--- config.mk ---
export PLATFORM = sky130hd
export DESIGN_NAME = memory_stage
export DESIGN_NICKNAME = d
export VERILOG_FILES = /design/src/rtl/memory_stage.sv
export SDC_FILE = /design/constraint.sdc
export NUM_CORES = 1
export LEC_CHECK = 0
export CAP_MARGIN = 20
export CELL_PAD_IN_SITES_DETAIL_PLACEMENT = 2
export CELL_PAD_IN_SITES_GLOBAL_PLACEMENT = 2
export CORE_MARGIN = 2
export CORE_UTILIZATION = 27
export CTS_CLUSTER_DIAMETER = 30
export DETAILED_ROUTE_END_ITERATION = 7
export PLACE_DENSITY_LB_ADDON = 0.1
export SYNTH_ARGS = -nofsm -noshare
export SYNTH_HDL_FRONTEND = slang
export SYNTH_SLANG_ARGS = --single-unit
--- constraint.sdc ---
create_clock -name clk -period 2.44 [get_ports clk]
set_input_delay 0.488 -clock clk [delete_from_list [all_inputs] [get_ports clk]]
set_output_delay 0.488 -clock clk [all_outputs]
set_load 0.05 [all_outputs]
--- src/rtl/memory_stage.sv ---
// memory_stage: MEM stage of the 64-bit RISC-V pipeline.
//
// Accepts one EX/MEM entry per handshake. Non-memory and misaligned
// entries are passed to writeback after one cycle. Aligned loads and
// stores issue one blocking data-bus transaction each. Store data and
// byte strobes are shifted into their byte lanes. Load data is taken
// from the returned doubleword and then sign- or zero-extended.
//
// Ports:
//   clk, rst             clock; asynchronous active-low reset
//   in_*                 EX/MEM entry; in_ready is high while idle
//   dreq_*               data-bus request, held stable until dresp_ok
//   dresp_ok, dresp_data bus completion and aligned read doubleword
//   out_*                registered MEM/WB bundle; out_valid is a 1-cycle pulse
module memory_stage #(
    parameter int ADDR_W = 64,
    parameter int DATA_W = 64
) (
    input  logic                  clk,
    input  logic                  rst,
    input  logic                  in_valid,
    output logic                  in_ready,
    input  logic [63:0]           in_instrAddr,
    input  logic [31:0]           in_instr,
    input  logic [DATA_W-1:0]     in_aluOut,
    input  logic [4:0]            in_wd,
    input  logic                  in_isWriteBack,
    input  logic                  in_memRead,
    input  logic                  in_memWrite,
    input  logic [1:0]            in_memSize,
    input  logic                  in_memUnsigned,
    input  logic [DATA_W-1:0]     in_storeData,
    output logic                  dreq_valid,
    output logic                  dreq_write,
    output logic [ADDR_W-1:0]     dreq_addr,
    output logic [1:0]            dreq_size,
    output logic [DATA_W/8-1:0]   dreq_strobe,
    output logic [DATA_W-1:0]     dreq_data,
    input  logic                  dresp_ok,
    input  logic [DATA_W-1:0]     dresp_data,
    output logic                  out_valid,
    output logic [63:0]           out_instrAddr,
    output logic [31:0]           out_instr,
    output logic [4:0]            out_wd,
    output logic                  out_isWriteBack,
    output logic [DATA_W-1:0]     out_result,
    output logic                  out_misalign
);

    typedef enum logic {S_IDLE, S_WAIT} state_t;

    state_t              state_q, state_d;

    // Entry captured at accept for the duration of a bus access
    logic [63:0]         instr_addr_q, instr_addr_d;
    logic [31:0]         instr_q, instr_d;
    logic [DATA_W-1:0]   alu_out_q, alu_out_d;
    logic [4:0]          wd_q, wd_d;
    logic                wb_q, wb_d;
    logic                mem_write_q, mem_write_d;
    logic [1:0]          mem_size_q, mem_size_d;
    logic                mem_unsigned_q, mem_unsigned_d;
    logic [DATA_W-1:0]   store_data_q, store_data_d;

    // MEM/WB bundle
    logic                out_valid_q, out_valid_d;
    logic [63:0]         out_instr_addr_q, out_instr_addr_d;
    logic [31:0]         out_instr_q, out_instr_d;
    logic [4:0]          out_wd_q, out_wd_d;
    logic                out_wb_q, out_wb_d;
    logic [DATA_W-1:0]   out_result_q, out_result_d;
    logic                out_misalign_q, out_misalign_d;

    logic                in_is_mem;
    logic                in_misaligned;
    logic [DATA_W-1:0]   load_shifted;
    logic [DATA_W-1:0]   load_value;
    logic [7:0]          size_mask;

    // An access is misaligned when the low address bits below its size are nonzero
    function automatic logic misaligned(input logic [2:0] off, input logic [1:0] size);
        case (size)
            2'd1:    misaligned = off[0];
            2'd2:    misaligned = |off[1:0];
            2'd3:    misaligned = |off;
            default: misaligned = 1'b0;
        endcase
    endfunction

    assign in_is_mem     = in_memRead | in_memWrite;
    assign in_misaligned = misaligned(in_aluOut[2:0], in_memSize);

    // Load extraction: bring the addressed byte lane down to bit 0, then extend
    always_comb begin
        load_shifted = dresp_data >> {alu_out_q[2:0], 3'b000};
        case (mem_size_q)
            2'd0: load_value = mem_unsigned_q ? {56'd0, load_shifted[7:0]}
                                              : {{56{load_shifted[7]}}, load_shifted[7:0]};
            2'd1: load_value = mem_unsigned_q ? {48'd0, load_shifted[15:0]}
                                              : {{48{load_shifted[15]}}, load_shifted[15:0]};
            2'd2: load_value = mem_unsigned_q ? {32'd0, load_shifted[31:0]}
                                              : {{32{load_shifted[31]}}, load_shifted[31:0]};
            default: load_value = load_shifted;
        endcase
    end

    always_comb begin
        case (mem_size_q)
            2'd0:    size_mask = 8'h01;
            2'd1:    size_mask = 8'h03;
            2'd2:    size_mask = 8'h0F;
            default: size_mask = 8'hFF;
        endcase
    end

    // Bus request is driven purely from the captured entry while waiting
    assign in_ready    = (state_q == S_IDLE);
    assign dreq_valid  = (state_q == S_WAIT);
    assign dreq_write  = dreq_valid & mem_write_q;
    assign dreq_addr   = dreq_valid ? alu_out_q[ADDR_W-1:0] : '0;
    assign dreq_size   = dreq_valid ? mem_size_q : 2'd0;
    assign dreq_strobe = dreq_write ? (size_mask << alu_out_q[2:0]) : 8'h00;
    assign dreq_data   = dreq_valid ? (store_data_q << {alu_out_q[2:0], 3'b000}) : '0;

    // Next-state and MEM/WB bundle
    always_comb begin
        state_d          = state_q;
        instr_addr_d     = instr_addr_q;
        instr_d          = instr_q;
        alu_out_d        = alu_out_q;
        wd_d             = wd_q;
        wb_d             = wb_q;
        mem_write_d      = mem_write_q;
        mem_size_d       = mem_size_q;
        mem_unsigned_d   = mem_unsigned_q;
        store_data_d     = store_data_q;
        out_valid_d      = 1'b0;
        out_instr_addr_d = out_instr_addr_q;
        out_instr_d      = out_instr_q;
        out_wd_d         = out_wd_q;
        out_wb_d         = out_wb_q;
        out_result_d     = out_result_q;
        out_misalign_d   = out_misalign_q;

        case (state_q)
            S_IDLE: begin
                if (in_valid) begin
                    if (in_is_mem && !in_misaligned) begin
                        instr_addr_d   = in_instrAddr;
                        instr_d        = in_instr;
                        alu_out_d      = in_aluOut;
                        wd_d           = in_wd;
                        wb_d           = in_isWriteBack;
                        mem_write_d    = in_memWrite;
                        mem_size_d     = in_memSize;
                        mem_unsigned_d = in_memUnsigned;
                        store_data_d   = in_storeData;
                        state_d        = S_WAIT;
                    end else begin
                        // Misaligned accesses complete immediately with no register write
                        out_valid_d      = 1'b1;
                        out_instr_addr_d = in_instrAddr;
                        out_instr_d      = in_instr;
                        out_wd_d         = in_wd;
                        out_wb_d         = in_isWriteBack & ~in_is_mem;
                        out_result_d     = in_aluOut;
                        out_misalign_d   = in_is_mem;
                    end
                end
            end
            S_WAIT: begin
                if (dresp_ok) begin
                    state_d          = S_IDLE;
                    out_valid_d      = 1'b1;
                    out_instr_addr_d = instr_addr_q;
                    out_instr_d      = instr_q;
                    out_wd_d         = wd_q;
                    out_wb_d         = wb_q;
                    out_result_d     = mem_write_q ? alu_out_q : load_value;
                    out_misalign_d   = 1'b0;
                end
            end
            default: state_d = S_IDLE;
        endcase
    end

    always_ff @(posedge clk or negedge rst) begin
        if (!rst) begin
            state_q          <= S_IDLE;
            instr_addr_q     <= '0;
            instr_q          <= '0;
            alu_out_q        <= '0;
            wd_q             <= '0;
            wb_q             <= 1'b0;
            mem_write_q      <= 1'b0;
            mem_size_q       <= '0;
            mem_unsigned_q   <= 1'b0;
            store_data_q     <= '0;
            out_valid_q      <= 1'b0;
            out_instr_addr_q <= '0;
            out_instr_q      <= '0;
            out_wd_q         <= '0;
            out_wb_q         <= 1'b0;
            out_result_q     <= '0;
            out_misalign_q   <= 1'b0;
        end else begin
            state_q          <= state_d;
            instr_addr_q     <= instr_addr_d;
            instr_q          <= instr_d;
            alu_out_q        <= alu_out_d;
            wd_q             <= wd_d;
            wb_q             <= wb_d;
            mem_write_q      <= mem_write_d;
            mem_size_q       <= mem_size_d;
            mem_unsigned_q   <= mem_unsigned_d;
            store_data_q     <= store_data_d;
            out_valid_q      <= out_valid_d;
            out_instr_addr_q <= out_instr_addr_d;
            out_instr_q      <= out_instr_d;
            out_wd_q         <= out_wd_d;
            out_wb_q         <= out_wb_d;
            out_result_q     <= out_result_d;
            out_misalign_q   <= out_misalign_d;
        end
    end

    assign out_valid       = out_valid_q;
    assign out_instrAddr   = out_instr_addr_q;
    assign out_instr       = out_instr_q;
    assign out_wd          = out_wd_q;
    assign out_isWriteBack = out_wb_q;
    assign out_result      = out_result_q;
    assign out_misalign    = out_misalign_q;

endmodule

==> run_results.csv, run 1 <==
group,metric,value,unit
logic_synthesis,syn_area,21700,um^2
grt,grt_pass1_vias,24149,
clock_network,cts_made_buffers,119,
min_path,hp-class,"primary input to async pin",
setup_path,arrival,2520,ps
routing,wl,129700,um
cells_and_area,drive_gt1_share,44.87,%
power_and_ir_drop,ir_drop,0.0009165,V
logic_synthesis,synth_seq_cells,403,
cells_and_area,fin_area,40640,um^2
timing,hold_slack,317.4,ps
setup_path,timing.rr.start,"alu_out_q[0]",
floorplanning,die_area,82670,um^2
power_and_ir_drop,swShare,40.41,%
timing,finalSetupViolCount,174,
timing,relSlewSlack,52.14,%
clock_network,cts_num_sinks,403,
grt,grt_pass1_wl,167900,um
clock_network,clock-root-buffer,"clkbuf_16",
timing,grt_setup_unrepaired,"yes",
grt,antenna_found_initial,31,
timing,worst_pin_slew,699.8,ps
timing,setup_tns,-44800,ps
logic_synthesis,avgSynthCellArea,10.77,um^2
clock_network,clk_latency,710,ps
routing,drtAntennaViolNets,0,
clock_network,clk_pin_slew_worst_paths,50,ps
logic_synthesis,synth_top_area_cell,"dfrtp_1",
routing,vias_per_cell,5.414,
clock_network,cts.path.max_buffers,3,
timing,drv_slew,0,
routing,vias,22284,
setup_path,critPathKind,"flop to output pin",
cells_and_area,area_growth,87.23,%
timing,hold_viol_final,0,
floorplanning,ios,612,
floorplanning,die-height,287.5,um
logic_synthesis,synth_flop_cell,"dfrtp_1",
status,violations,"negative setup slack",
cells_and_area,final_cells,4116,
power_and_ir_drop,power.share.clock,32.6,%
routing,routedWlPerCell,31.51,um
floorplanning,core,79260,um^2
logic_synthesis,yosys-top-cells-count,"403 x dfrtp_1, 261 x mux2_2, 208 x nand2_1",
routing,drc,0,
setup_path,start_kind,"flop",
grt,overflow,0,
placement,port_buffers,611,
timing,setup_slack,-567.8,ps
placement,routabilityCongestion,0.9001,
placement,placed_cell_area,32480,um^2
floorplanning,die_x,287.5,um
logic_synthesis,synth_edf_count,0,
routing,drt_iter0_markers,1446,
logic_synthesis,yosysWarnings,0,
setup_path,cp.required,1950,ps
setup_path,crit_fanout,7,
logic_synthesis,synthArstFlopShare,100.0,%
placement,dp.cells,3754,
timing,fin_crit_sh,123.3,%
power_and_ir_drop,cellLeakagePower,17.11,nW
power_and_ir_drop,seqPwrFrac,21.2,%
grt,grt_max_degree,98,
floorplanning,rows,103,
logic_synthesis,synth_cells,2015,
flow_run,maxCapViolCount,0,
power_and_ir_drop,combPwrFrac,46.3,%
setup_path,worst_setup_path_end_kind,"output pin",
cells_and_area,nets,3249,
logic_synthesis,synth_top_area_share,46.46,%
logic_synthesis,synth.most_common_cell,"dfrtp_1",
routing,drtPass1Iterations,7,
power_and_ir_drop,p_per_area,1240,nW/um^2
timing,fmaxAchievable,332.5,MHz
clock_network,tritoncts,"done",
logic_synthesis,synth.distinct_cells,61,
clock_network,htree_levels,3,
timing,min_period,3008,ps
timing,skew,63.52,ps
power_and_ir_drop,p_switching,20.36,mW
floorplanning,start_util,27.38,%
logic_synthesis,synth_seq_area_share,46.46,%
power_and_ir_drop,p_int,30.03,mW
status,status,"finished, violations left",
grt,grt_usage,27.40,%
logic_synthesis,synth_nets,2318,
logic_synthesis,ys_top_cells_by_area,"dfrtp_1 46%, mux2_2 14%, mux2i_1 7.8%, o21ai_0 3.8%, mux4_2 3.7%",
setup_path,startpoint,"alu_out_q[0]",
placement,dp_hpwl,78300,um
-- layout by cell type, fill, tap and decap left out, types with 17 or more instances in the layout --
cell type and count:
dlygate4sd2_1 46, buf_8 25, clkdlybuf4s50_1 396, clkinv_2 22, a21oi_1 34, buf_12 190
and2_4 67, a31oi_1 24, mux4_2 36, dlymetal6s2s_1 17, clkbuf_8 30, o21ai_4 18
nor2_1 51, clkbuf_16 129, mux2_2 249, inv_1 19, o211ai_1 32, nor2_4 51
nand2_1 189, clkbuf_1 23, a21oi_2 17, o22ai_1 20, dfrtp_1 398, mux2i_1 148
buf_4 231, o21ai_0 143, diode_2 17, buf_6 50
-- worst paths after layout --
check	to	slack (ps)	cells after the start
worst min register to register	out_instrAddr[40]	480	2
max in group asynchronous	alu_out_q[2]	1240	3
min in group clk	instr_q[4]	420	2
worst max-delay path	dreq_data[42]	-570	7
worst max register to register	out_result[42]	-340	11
worst min-delay path	instr_q[24]	320	2
-- worst max-delay path, stage by stage (launching register included) --
cell,delay [ps]
dfrtp_4,510
buf_12,170
mux4_2,500
and2_4,150
a31oi_1,190
buf_4,160
nor2_4,40
buf_8,150
-- repair_timing --
item                                    in CTS  in global routing
pin swaps                                   43                 96
gates resized for setup                    333                312
endpoints found under the setup margin     206                197
hold buffers                                 1                  0
endpoints found under the hold margin       36                  0
buffers inserted                            34                 83
cloned                                      19                 10
-- cell type report --
class	count	area, um^2
Antenna cell	17	42.54
Clock buffer	172	3477
Clock inverter	52	810.8
Fill cell	7503	38620
Inverter	26	117.6
Multi-Input combinational cell	1412	12960
Sequential cell	403	10100
Tap cell	1050	1314
Timing Repair Buffer	984	11820
-- power by group through the flow --
| stage | clock network [mW] | registers, mW | logic, mW |
|---|---|---|---|
| 4_1_cts | 16.5 | 10.5 | 20.6 |
| 5_1_grt | 17.0 | 10.9 | 24.1 |
| 3_3_place_gp | 0 | 10.4 | 18.5 |
| 6_report | 16.4 | 10.7 | 23.3 |
| 2_1_floorplan | 0 | 13.3 | 7.54 |
| 3_5_place_dp | 0 | 10.5 | 18.9 |
-- sequential cells by signal (all words and copies together), names as in the netlist, 2 cells and up --
name           flops
alu_out_q         64
instr_addr_q      64
instr_q           32
mem_size_q         2
out_instr         32
out_instrAddr     64
out_result        64
out_wd             5
store_data_q      64
wd_q               5
-- metrics by stage --
stage	power, mW	utilization, %	setup slack [ps]
floorplan	20.87	-	-168.4
finish	50.39	51.27	-567.8
global route	52.00	51.25	-616.6
CTS	47.66	48.57	-507.6
detailed placement	29.44	40.99	-524.6
global placement	28.91	40.99	-437.4
-- layer usage --
layer / wire (um) / vias to the layer above / GRT usage, %
met5: 219 / - / 0
met4: 6964 / 32 / 10.91
met3: 10010 / 349 / 7.868
met2: 63900 / 978 / 46.94
met1: 48600 / 11600 / 32.17
li1: - / 9325 / -
-- cells by family (layout without fill, tap and decap cells) --
family | Yosys count | in the layout | share of synthesized area, %
muxes | 468 | 468 | 25.19
buffers and inverters | 200 | 1234 | 4.312
AOI/OAI and AO/OA | 457 | 457 | 13.59
other | 0 | 17 | 0
and+or+nand+nor | 487 | 487 | 10.45
DFF | 403 | 403 | 46.46
No activity file was read; power rests on OpenSTA's default activity.
==> run 2: changes to the inputs <==
- CAP_MARGIN: 20 -> 5
- CORE_UTILIZATION: 27 -> 33
- clock period: 2.44 -> 3.5 ns (I/O delays scaled with it)
==> run 2 against run 1 <==
Compared with the run above: the flow now finishes without violations; count of clock-buffer cells in the layout shrank 23; worst setup slack gained 670 ps; final area decreased by 17%; non-clock buffer count fell by 284; cell count down 12%; combinational power shrank 49%.
==> run_results.csv, run 2 (same netlist as run 1, synthesis figures left out) <==
group,metric,value,unit
placement,routabilityCongestion,0.8780,
min_path,hp-class,"flop to flop",
floorplanning,ios,612,
timing,hold_viol_final,0,
floorplanning,die_x,260.5,um
power_and_ir_drop,cellLeakagePower,14.04,nW
clock_network,cts_made_buffers,112,
cells_and_area,area_growth,56.14,%
timing,setup_slack,103.4,ps
setup_path,crit_path_top_delay_cell,"dfrtp_2",
placement,placed_cell_area,29810,um^2
setup_path,crit_path_max_incr_delay,730,ps
floorplanning,die_area,67840,um^2
floorplanning,start_util,33.19,%
routing,drt_iter0_markers,1033,
routing,vias,20051,
setup_path,path_cells,"buf_4 > mux4_2 > and2_1 > a31oi_1 > nor2_1 > buf_12",
placement,dp_hpwl,73110,um
clock_network,clk_pin_slew_worst_paths,40,ps
flow_run,maxCapViolCount,0,
timing,fin_crit_sh,97.05,%
setup_path,start_kind,"flop",
setup_path,startpoint,"alu_out_q[2]",
power_and_ir_drop,p_per_area,885.0,nW/um^2
grt,grt_pass1_vias,22920,
clock_network,cts.path.max_buffers,3,
routing,vias_per_cell,5.530,
setup_path,crit_fanout,25,
placement,place_ws,14.26,ps
floorplanning,core,65390,um^2
grt,grt_max_degree,110,
timing,hold_slack,484.0,ps
timing,setup_tns,0,ps
routing,drc,0,
cells_and_area,final_cells,3626,
routing,drtAntennaViolNets,0,
grt,grt_usage,30.35,%
placement,dp.cells,3399,
timing,min_period,3397,ps
routing,drtPass1Iterations,5,
cells_and_area,nFillCells,6325,
cells_and_area,post-route-util,51.82,%
cells_and_area,drive_gt1_share,25.25,%
cells_and_area,final_common_cell,"clkdlybuf4s50_1",
timing,worst_pin_slew,1089,ps
timing,fmaxAchievable,294.4,MHz
timing,skew,57.33,ps
routing,wl,104900,um
clock_network,clock-root-buffer,"clkbuf_16",
grt,antenna_found_initial,27,
floorplanning,die-height,260.5,um
setup_path,ff2ff_setup_slack,340,ps
min_path,hp-start,"out_instr[9]",
clock_network,cts_num_sinks,403,
grt,grt_pass1_wl,153400,um
timing,grt_setup_unrepaired,"no",
placement,port_buffers,611,
clock_network,htree_levels,3,
power_and_ir_drop,p_total,29.99,mW
timing,finalSetupViolCount,0,
setup_path,arrival,2700,ps
clock_network,tritoncts,"done",
power_and_ir_drop,ir_drop,0.0004807,V
cells_and_area,nets,2958,
setup_path,worst_setup_path_end_kind,"output pin",
grt,overflow,0,
timing,drv_slew,0,
cells_and_area,layout_common_cells,"514 x clkdlybuf4s50_1, 399 x dfrtp_1, 261 x mux2_2",
setup_path,cp.required,2800,ps
status,status,"complete, no violations",
setup_path,critPathKind,"flop to output pin",
routing,routedWlPerCell,28.92,um
timing,relSlewSlack,25.54,%
clock_network,clk_latency,690,ps
floorplanning,rows,94,
setup_path,timing.rr.start,"alu_out_q[0]",
cells_and_area,fin_area,33890,um^2
## run 2: changes by cell type in the layout (fill, tap and decap cells not counted), sizes merged
cell,previous run,this run
dlymetal6s2s,17,0
buf,508,184
clkdlybuf4s50,396,514
bufbuf,6,0
inv,23,27
clkinv,28,31
clkbuf,182,149
diode,17,13
dlygate4sd2,46,1
## run 2: worst paths after layout
check | to | cells after the start
worst min register to register | out_instr[9] | 2
worst min-delay path | out_instr[9] | 2
worst max register to register | out_result[59] | 8
worst max-delay path | dreq_data[43] | 6
max in group asynchronous | out_instrAddr[58] | 4
min in group asynchronous | alu_out_q[23] | 2
## run 2: layout make-up
class / instances / area (um^2) / share of cell area [%]
Multi-Input combinational cell: 1412 / 10740 / 31.69
Sequential cell: 403 / 10100 / 29.80
Timing Repair Buffer: 700 / 7874 / 23.23
Clock buffer: 149 / 3112 / 9.182
Tap cell: 864 / 1081 / 3.190
Clock inverter: 59 / 853.3 / 2.518
Inverter: 26 / 98.84 / 0.2917
Antenna cell: 13 / 32.53 / 0.09599
## run 2: power breakdown
part | internal [mW] | switching [mW] | total [mW]
Combinational | 4.53 | 7.40 | 11.9
Sequential | 6.13 | 1.27 | 7.40
Clock | 7.38 | 3.29 | 10.7
## run 2: timing repair
item	CTS	global route
resized for setup	1	0
hold buffers	1	0
endpoints found under the hold margin	20	0
setup endpoints to repair	7	2
buffers inserted	2	3
## run 2: layer usage
layer | vias up | track usage [%] | routed length (um)
li1 | 8708 | - | -
met1 | 10356 | 35.32 | 40380
met2 | 711 | 51.74 | 51780
met3 | 248 | 9.062 | 7759
met4 | 28 | 13.25 | 4769
met5 | - | 0 | 185
## run 2: worst max-delay path: cells and delay by family (launching register included)
family	cells	cell delay, ps
flops	1	730
simple gates	2	290
buf+inv	2	500
mux	1	330
compound gates	1	180
==> RTL change (config.mk and constraints of run 2) <==
Make the reset (`rst`) synchronous in one clocked block. Comments in the files are not updated.
--- a/src/rtl/memory_stage.sv
+++ b/src/rtl/memory_stage.sv
@@ -184,7 +184,7 @@
         endcase
     end
 
-    always_ff @(posedge clk or negedge rst) begin
+    always_ff @(posedge clk) begin
         if (!rst) begin
             state_q          <= S_IDLE;
             instr_addr_q     <= '0;
Function: not settled (the Yosys comparison gave no result); the edit may change what the design does.
==> RTL change against run 2 <==
  * Global-route usage is 4.5 points higher
  * Cell area down 5.3%
  * Die area is 5.2% lower
  * Wire length grew 12%
  * Worst setup slack worse by 0.056 ns
  * Sequential cell count unchanged
  * Area after synthesis down 5.2%
  * Critical endpoint is now dreq_size[1]
Power is not compared: it rests on default switching activity, and its combinational part moved more than twofold at a synthesized area within 25%.
==> RTL change: results (changes against run 2) <==
status=complete, no violations; FILL cells=6431 (+1.7%); GRT Overall Usage=34.9% (+4.5 points); metal2 WL=56700 microns (+9.6%); DP Wirelength=75500 microns (+3.3%); Synth Flop Type=dfxtp_1; area share of xor/xnor cells in the synthesized design=0% (unchanged); antenna violations before repair=31 (+15%); FF-to-FF End=out_instrAddr[14]; Reg2Reg Setup Slack=0.41 ns (+0.07 ns); Critical Path Sink=dreq_size[1]; initial DRC count=1521 (+47%); Synthesized Nets=2812 (+21%); later-pin clock latency in the skew report=0.67 ns (-0.02 ns); GR Util met2=59.4% (+7.6 points); routability cong.=0.907 (+3.3%); R2R Path Start=dreq_valid; Synth Area in Compound Gates=21.1% (+7.5 points); first-pass GRT wire length=168000 microns (+9.3%); met3 usage=11.0% (+2.0 points); CP Data Arrival Time=2.75 ns (+0.05 ns); post-synthesis mux area share=14.9% (-10 points); Via density=5.69 (+3.0%); cell area after placement=27800 sq um (-6.8%); ratio of cells with drive above 1 in the final layout=14.4% (-11 points); Synth top cells by count=nand2_1 (532), dfxtp_1 (403), a21oi_1 (283), nor2_1 (189), mux2i_1 (177); worst hold endpoint=instr_addr_q[19]; GR Util met1=39.6% (+4.3 points); Post-synth ARST share=0% (-100 points); CTS buffer count=115 (+2.7%); CP Max Fanout=37 (+48%); clk_skew=0.0452 ns (-0.0121 ns); nets=3366 (+14%); largest net degree at the start of global routing=145 (+32%); cells on worst reg2reg path=7 (-1); met1 WL=45300 microns (+12%); met3 wire length=9740 microns (+25%); worst-margin pin slew=1.19 ns (+0.0998 ns); number of H-tree levels=3 (unchanged); sequential share of the synthesized area=39.2% (-7.2 points); Hold Path Cell Cnt=2 (unchanged); WL per Instance=29.1 microns (+0.60%); hold_sp=instr_addr_q[19]; top post-synthesis cells by area=dfxtp_1 (39%), nand2_1 (9.7%), mux2i_1 (8.6%); library cells used by synthesis=66 (+8.2%); vias in the first global route=25200 (+9.7%)
## RTL change: cell count changes in the layout (fill, tap and decap cells not counted), moves of 112 or more
cell,change
dfrtp_1,-399
dfxtp_1,+399
a21oi_1,+228
mux2_2,-234
nand2_1,+323
a211oi_1,+112
## RTL change: area by class of cell
| cell class | count | area, sq um | share of cell area (%) |
|---|---|---|---|
| inverter | 10 | 45.0 | 0.140 |
| tap | 837 | 1050 | 3.26 |
| clock buffer | 141 | 3140 | 9.77 |
| clock inverter | 78 | 1010 | 3.15 |
| multi-input combinational | 1858 | 11400 | 35.4 |
| antenna | 23 | 57.6 | 0.179 |
| timing repair buffer | 675 | 7360 | 22.9 |
| sequential | 403 | 8080 | 25.2 |
## RTL change: report_power, final
group / internal, mW / switching (mW) / leakage, nW / total, mW
Sequential: 4.92 / 0.269 / 3.30 / 5.19
Combinational: 1.21 / 2.18 / 6.13 / 3.39
Clock: 7.61 / 3.57 / 1.98 / 11.2
Total: 13.7 / 6.02 / 11.4 / 19.8
## RTL change: per-stage QoR
step           util [%]  std cells  hold WS [ns]  setup TNS [ns]  setup slack, ns
2_1_floorplan         -       2509         0.433               0           0.0575
3_5_place_dp       45.0       3779         0.450               0           0.0983
6_report           52.0       4025         0.454               0           0.0478
4_1_cts            51.8       3999         0.456               0          0.00202
3_3_place_gp       45.0       3779         0.441               0            0.198
5_1_grt            52.0       4019         0.475         -0.0241          -0.0142
## RTL change: what timing repair did
action | CTS | global route
setup endpoints to repair | 28 | 44
resized for setup | 8 | 18
buffers inserted | 1 | 3
pin swaps | 0 | 1
## RTL change: critical path, stage by stage (launching register included)
cell,delay [ns]
dfxtp_4,0.63
buf_4,0.37
and2_1,0.17
clkdlybuf4s50_1,0.88
